===== config.mk =====
export PLATFORM = sky130hd
export DESIGN_NAME = latency_credit_buffer
export DESIGN_NICKNAME = d
export VERILOG_FILES = /design/src/rtl/latency_credit_buffer.sv
export SDC_FILE = /design/constraint.sdc
export NUM_CORES = 1
export LEC_CHECK = 0
export ABC_CLOCK_PERIOD_IN_PS = 3800
export BUFFER_PORTS_ARGS = -buffer_cell sky130_fd_sc_hd__buf_2
export CAP_MARGIN = 20
export CORE_ASPECT_RATIO = 2
export CORE_MARGIN = 1.5
export CORE_UTILIZATION = 55
export DETAILED_ROUTE_END_ITERATION = 10
export PLACE_DENSITY = 0.76
export SYNTH_ARGS = -nofsm -noshare
export SYNTH_HDL_FRONTEND = slang
export SYNTH_SLANG_ARGS = --single-unit

===== constraint.sdc =====
create_clock -name clk -period 3.8 [get_ports clk]
set_clock_uncertainty 0.05 [all_clocks]
set_input_delay 0.19 -clock clk [delete_from_list [all_inputs] [get_ports clk]]
set_output_delay 0.19 -clock clk [all_outputs]
set_load 0.02 [all_outputs]

===== src/rtl/latency_credit_buffer.sv =====
// latency_credit_buffer: tail buffer for a fixed-latency, non-stallable delay pipeline.
// Credits gate the pipeline head so the tail FIFO can always absorb what emerges LATENCY
// cycles later; the FIFO then feeds a valid/ready consumer.
// Optional macro LCB_OVERFLOW_CHECK_EN: enables the sticky overflow_err check (tied 0 otherwise).
module latency_credit_buffer #(
   parameter int unsigned DATA_WIDTH = 32,
   parameter int unsigned LATENCY    = 4,
   parameter int unsigned DEPTH      = 8
) (
   input  logic                    clk,
   input  logic                    resetn,
   input  logic                    issue_valid,
   output logic                    issue_ready,
   input  logic                    pipe_valid,
   input  logic [DATA_WIDTH-1:0]   pipe_data,
   output logic                    down_valid,
   output logic [DATA_WIDTH-1:0]   down_data,
   input  logic                    down_ready,
   output logic [$clog2(DEPTH):0]  credits,
   output logic                    overflow_err
);

   localparam int unsigned AW = $clog2(DEPTH);
   localparam int unsigned PW = AW + 1;
   localparam logic [PW-1:0] DepthP = PW'(DEPTH);

   logic [PW-1:0]         credits_q, credits_d;
   logic [PW-1:0]         wr_ptr_q, wr_ptr_d;
   logic [PW-1:0]         rd_ptr_q, rd_ptr_d;
   logic                  init_q;
   logic [DATA_WIDTH-1:0] mem_q [DEPTH];

   logic [PW-1:0] count;
   logic          full;
   logic          empty;
   logic          issue_acc;
   logic          pop;
   logic          wr_mem;
   logic          wr_adv;
   logic [AW-1:0] wr_idx;
   logic [AW-1:0] rd_idx;

   // Occupancy from pointer difference; the extra MSB separates full from empty.
   assign count  = wr_ptr_q - rd_ptr_q;
   assign full   = (count == DepthP);
   assign empty  = (count == '0);
   assign wr_idx = wr_ptr_q[AW-1:0];
   assign rd_idx = rd_ptr_q[AW-1:0];

   // init_q holds off issue_ready until the first clock after reset release.
   assign issue_ready = init_q && (credits_q != '0);
   assign issue_acc   = issue_valid && issue_ready;
   assign down_valid  = !empty;
   assign down_data   = mem_q[rd_idx];
   assign pop         = down_valid && down_ready;
   assign credits     = credits_q;

   // A write on a full FIFO only advances when a pop frees the head slot the same cycle.
   assign wr_adv = pipe_valid && (!full || pop);

`ifdef LCB_OVERFLOW_CHECK_EN
   logic ovf_q;
   logic ovf_set;

   // Dropped tail write, or a pop that would return a credit the counter never issued.
   assign ovf_set      = (pipe_valid && full && !pop) || (pop && (credits_q == DepthP));
   assign wr_mem       = wr_adv;
   assign overflow_err = ovf_q;

   // Sticky error flag, cleared only by reset.
   always_ff @(posedge clk or negedge resetn) begin
      if (!resetn) begin
         ovf_q <= 1'b0;
      end else if (ovf_set) begin
         ovf_q <= 1'b1;
      end
   end
`else
   // Unchecked: a full-FIFO write without a pop lands on the head slot.
   assign wr_mem       = pipe_valid;
   assign overflow_err = 1'b0;
`endif

   // Next-state for credit counter and FIFO pointers.
   always_comb begin
      credits_d = credits_q;
      wr_ptr_d  = wr_ptr_q;
      rd_ptr_d  = rd_ptr_q;
      if (issue_acc && !pop) begin
         credits_d = credits_q - PW'(1);
      end else if (pop && !issue_acc && (credits_q != DepthP)) begin
         credits_d = credits_q + PW'(1);
      end
      if (wr_adv) begin
         wr_ptr_d = wr_ptr_q + PW'(1);
      end
      if (pop) begin
         rd_ptr_d = rd_ptr_q + PW'(1);
      end
   end

   // Control state registers.
   always_ff @(posedge clk or negedge resetn) begin
      if (!resetn) begin
         credits_q <= DepthP;
         wr_ptr_q  <= '0;
         rd_ptr_q  <= '0;
         init_q    <= 1'b0;
      end else begin
         credits_q <= credits_d;
         wr_ptr_q  <= wr_ptr_d;
         rd_ptr_q  <= rd_ptr_d;
         init_q    <= 1'b1;
      end
   end

   // FIFO storage; reset so down_data reads zero out of reset.
   always_ff @(posedge clk or negedge resetn) begin
      if (!resetn) begin
         for (int i = 0; i < DEPTH; i++) begin
            mem_q[i] <= '0;
         end
      end else if (wr_mem) begin
         mem_q[wr_idx] <= pipe_data;
      end
   end

   // Structural sanity checks; LATENCY is carried for documentation and checking only.
   a_params: assert property (@(posedge clk)
      (LATENCY >= 1) && (DEPTH >= 2) && ((DEPTH & (DEPTH - 1)) == 0));
   a_credits_range: assert property (@(posedge clk) disable iff (!resetn)
      credits_q <= DepthP);
   a_count_range: assert property (@(posedge clk) disable iff (!resetn)
      count <= DepthP);

endmodule


== After elaboration in Yosys (flattened, before gate mapping) ==
Cells that the tools add are included.

* Register bits: 269
* Logic and storage cells: 48

* Add/sub/neg operators: 5
* Order comparisons: 3
* Equality and inequality tests: 2
* Multiplexer cells: 8
* Bitwise gates (word level): 2
* Reduce and logical (&&, ||, !) cells: 16

{| class="wikitable"
|+ Operators with widths
! cell !! count
|-
| bitwise mux 256 bit || 1
|-
| binary-select mux 32 bit (select 3 bit) || 1
|-
| demux 32 bit (select 3 bit) || 1
|-
| two-way mux 32 bit || 3
|-
| adder 4 x 1 -> 4 bit, second input constant || 3
|-
| greater-or-equal comparator 4 bit, second input constant || 2
|-
| logical AND 1 bit || 8
|-
| two-way mux 4 bit || 2
|-
| NOT 3 -> 4 bit || 2
|-
| == test 4 bit, second input constant || 1
|-
| logical NOT 1 bit || 4
|-
| logical NOT 4 bit || 1
|-
| < comparator 4 x 1 -> 1 bit, second input constant || 1
|-
| != test 4 bit, second input constant || 1
|-
| nonzero test 4 bit || 1
|-
| subtractor 4 x 1 -> 4 bit, second input constant || 1
|-
| subtractor 4 bit || 1
|-
| nonzero test 2 bit || 1
|-
| logical OR 1 bit || 1
|}

== Depth between registers and ports, before layout ==
* Depth in word-level cells: 8
* Mapped depth: 17
* Mapped depth without buffers: 15

== Least setup slack after synthesis ==
Ideal clock, no wire load.

* Path type: flip-flop to flip-flop
* From: register rd_ptr_q[1]
* To: register credits_q[3] (netlist: credits[3])
* Arrival: 3.414 ns
* Data required time: 3.660 ns
* Slack: 0.245 ns
* Cell stages (with the launch flop): 18
* Path through: dfrtp_1 -> buf_1 -> clkbuf_1 -> inv_1 -> ha_1 -> nand3b_1 -> nand2_2 -> xor2_1 -> o21ai_2 -> nand2_1 -> inv_1 -> ha_1 -> a21o_1 -> a21o_1 -> and3_1 -> a31oi_1 -> o311ai_2 -> xor2_1

* Longest elaborated chain between the ends: 7
* Elaborated cells between the ends (all ways): 10

{| class="wikitable"
|+ Ends and longest elaborated chain
! element !! RTL line !! text
|-
| start, declared || 29 || <nowiki>logic [PW-1:0] rd_ptr_q, rd_ptr_d;</nowiki>
|-
| start signal, assigned || 112 || <nowiki>rd_ptr_q <= rd_ptr_d;</nowiki>
|-
| subtractor 4 bit * || 44 || <nowiki>assign count = wr_ptr_q - rd_ptr_q;</nowiki>
|-
| logical NOT 4 bit * || 46 || <nowiki>assign empty = (count == '0);</nowiki>
|-
| logical NOT 1 bit * || 53 || <nowiki>assign down_valid = !empty;</nowiki>
|-
| logical AND 1 bit * || 55 || <nowiki>assign pop = down_valid && down_ready;</nowiki>
|-
| logical NOT 1 bit or logical AND 1 bit (tied branches) || 89, 91 ||
|-
| logical AND 1 bit (on tied branches) || 89, 91 ||
|-
| two-way mux 4 bit or nonzero test 2 bit (tied branches) || -- ||
|-
| end signal, assigned || 105 || <nowiki>credits_q <= DepthP;</nowiki>
|-
| end signal, assigned || 110 || <nowiki>credits_q <= credits_d;</nowiki>
|-
| end, declared || 27 || <nowiki>logic [PW-1:0] credits_q, credits_d;</nowiki>
|}

Mark *: on every way between the ends. The rest lies on a longest branch, timed or not.
A chain may end at the register's enable or synchronous reset.

== Worst setup path after layout ==
* From: register rd_ptr_q[0]
* To: output port down_data[13]

* Longest elaborated chain between the ends: 4

{| class="wikitable"
|+ Ends and longest elaborated chain
! element !! RTL line !! text
|-
| NOT 3 -> 4 bit (not written as such) || 54 || <nowiki>assign down_data = mem_q[rd_idx];</nowiki>
|-
| binary-select mux 32 bit (select 3 bit) || 54 ||
|-
| two-way mux 32 bit (not written as such) (2 in series) || 54 ||
|-
| end, declared || 17 || <nowiki>output logic [DATA_WIDTH-1:0] down_data,</nowiki>
|}

No other way between the ends. The select of a mux whose other input is x is not followed.

==> impl_metrics.ini <==
[global_routing]
top_usage_layer = met2
antenna_found_initial = 0
use_met2_pct = 42.5
grt_start_max_net_pins = 93
grt_pass1_vias = 7851
grt_pass1_wl_um = 42200
use_met1_pct = 29.5
grt_use_total_pct = 23.8
met3_usage_pct = 2.43
gr-total-overflow = 0

[power]
vdd_drop_max_uv = 563
power_mw = 13.5
p_per_area_nw_per_um2 = 956
p_leak_nw = 6.22

[sta]
rsz0062_at_grt = false
setup_viol = 0
slew_headroom_pct = 30.4
fmax_ghz = 0.294
hold-worst-slack_ps = 104
period_share_pct = 89.5
drv_slew = 0
min_period_ps = 3400
finalHoldViolCount = 0
tns_ps = 0
worstMarginPinSlew_ps = 1040

[clocking]
numClockSinks = 269
cts-root-buf = clkbuf_16
cts_tree = done
insertion_delay_ps = 530
cts.path.max_buffers = 3
h-tree-depth = 1
cts_buffers = 24
path_clk_slew_ps = 70

[yosys]
synth_cell_types = 42
synth_edf_count = 0
yosysSeqAreaShare_pct = 55.1
syn_area_um2 = 12200
syn_area_per_cell_um2 = 15.1
postSynth.topFlopCell = dfrtp_1
synthCells = 812
ys_warn_count = 0
ys_seq_elements = 269
async_flop_share_pct = 100
synth_top_cell_area_share_pct = 54.9
ys_top_cells_by_area = dfrtp_1, mux2_2, mux4_2
yosys.area.top_type = dfrtp_1
syn_nets = 857

[worst_setup_path]
cpPeakStageDelay_ps = 680
path_buf_inv = 3
worstSetupPathType = flip-flop to output pin
startpoint_type = flip-flop
crit_chain = buf_4 > buf_4 > mux4_2 > nand2_1 > nand2_1 > buf_2
end_kind = output pin
crit_required_ps = 3560
worstPathArrival_ps = 3160
cpLargestDelayFamily = buffers and inverters
critical_path.slowest_cell = buf_4
crit_fanout = 35

[flow_run]
cap_violations = 0

[die]
dieWidth_um = 108
core_um2 = 22000
die_h_um = 214
initial_core_util_pct = 55.7
io_pins = 76
dieArea_um2 = 23200
rows = 77

[place]
port_buffers = 74
place_hpwl_um = 15300
placed_area_um2 = 13000
gp_congestion = 0.756

[finish]
area_growth_pct = 15.6
multi_input_area_um2 = 5270
num_antenna_cells = 0
drive_gt1_share_pct = 50.1
most-common-layout-cells = dfrtp_1, mux2_2, nand2_1
design_area_um2 = 14100
seq_area_um2 = 6740
fin_nets = 959
fill_cells = 1603
layout_commonest_cell = dfrtp_1

[detailed_routing]
dr.pass1.iters = 4
drt_iter0_drc = 279
ant_nets = 0
wl_per_cell_um = 21.4
route.detailed.drc = 0
viasPerCell = 5.85
drt-total-wl_um = 25800
vias = 7065

[worst_hold_path]
hp-class = primary input to flip-flop

[run_status]
status = finished, final reports clean
[layout make-up]
class                   instances  area share (%)
repair buffers                126            6.52
multi-input cells             487            37.3
well taps                     276            2.44
flip-flops and latches        269            47.7
clock inverters                 9           0.752
inverters                       6           0.159
clock buffers                  35            5.19
[cell families (layout without fill, tap and decap cells)]
logic type	count (synthesis)	after routing	synth area share (%)
AOI/OAI and AO/OA	9	9	0.717
xor gates and xnor gates	13	13	0.931
adders and majority gates	8	8	0.880
buffers and inverters	56	176	2.01
DFF	269	269	55.1
muxes	324	324	35.8
other	2	2	0.0614
and+or+nand+nor	131	131	4.57
[where the power goes]
part           internal (mW)  switching (mW)  leakage, nW
Sequential              4.33           0.758         3.22
Clock                   1.48            1.07        0.407
Combinational           3.13            2.75         2.60
Total                   8.94            4.58         6.22
[metal layers]
layer / wire length (um) / up-vias
li1: - / 3133
met1: 10500 / 3749
met2: 13800 / 132
met3: 842 / 51
met4: 784 / 0
met5: 0 / -
[sequential cells by signal, indices dropped and copies added (netlist names)]
| signal | cells |
|---|---|
| mem_q | 256 |
| credits | 4 |
| init_q | 1 |
| wr_ptr_q | 4 |
| rd_ptr_q | 4 |
[worst register-to-register path: stages, from the launching register on]
cell and delay [ps]:
dfrtp_1 510, ha_1 400, a21oi_1 210, nand2_2 110, xor2_1 210, o21ai_2 290, nand2_1 130, inv_1 100
ha_1 230, a21o_1 180, a21o_1 200, and3_1 200, a31oi_1 200, o311ai_2 140, xor2_1 160
[final timing paths]
kind	start	endpoint	slack (ps)	cells past startpoint
max in group asynchronous	resetn	mem_q[174]	2320	3
min in group asynchronous	resetn	mem_q[71]	210	2
hold / removal	pipe_valid	wr_ptr_q[0]	100	3
setup / recovery	rd_ptr_q[0]	down_data[13]	400	6
setup reg to reg	wr_ptr_q[2]	credits[3]	400	14
hold reg to reg	mem_q[192]	mem_q[192]	440	1
[cells in the mapped netlist, types with 2 or more instances]
| master | count |
|---|---|
| buf_1 | 7 |
| nor2_1 | 3 |
| or2_2 | 2 |
| nand3_1 | 4 |
| nand2b_1 | 2 |
| mux4_2 | 64 |
| ha_1 | 7 |
| dfrtp_1 | 268 |
| mux2_2 | 253 |
| nand4_1 | 2 |
| nand2_1 | 101 |
| mux2_1 | 5 |
| clkbuf_1 | 17 |
| buf_2 | 25 |
| a21o_1 | 2 |
| nor3_1 | 7 |
| xor2_1 | 4 |
| conb_1 | 2 |
| and3_1 | 2 |
| xnor2_1 | 9 |
| inv_1 | 5 |
[through the flow]
| step | cells | utilization (%) | worst slack [ps] |
|---|---|---|---|
| final | 1208 | 64.4 | 399 |
| after floorplan | 812 | - | 245 |
| after detailed placement | 1130 | 59.0 | 462 |
| after global placement | 1129 | 58.9 | 539 |
| after CTS | 1208 | 64.4 | 299 |
| after global routing | 1208 | 64.4 | 147 |
[what timing repair did]
action / CTS / global route
buffers inserted: 0 / 0
hold buffers: 34 / 0
endpoints found under the setup margin: 0 / 0
hold endpoints to repair: 345 / 0
gates resized for setup: 0 / 0
Note: power is estimated with default switching activity, not from simulation.
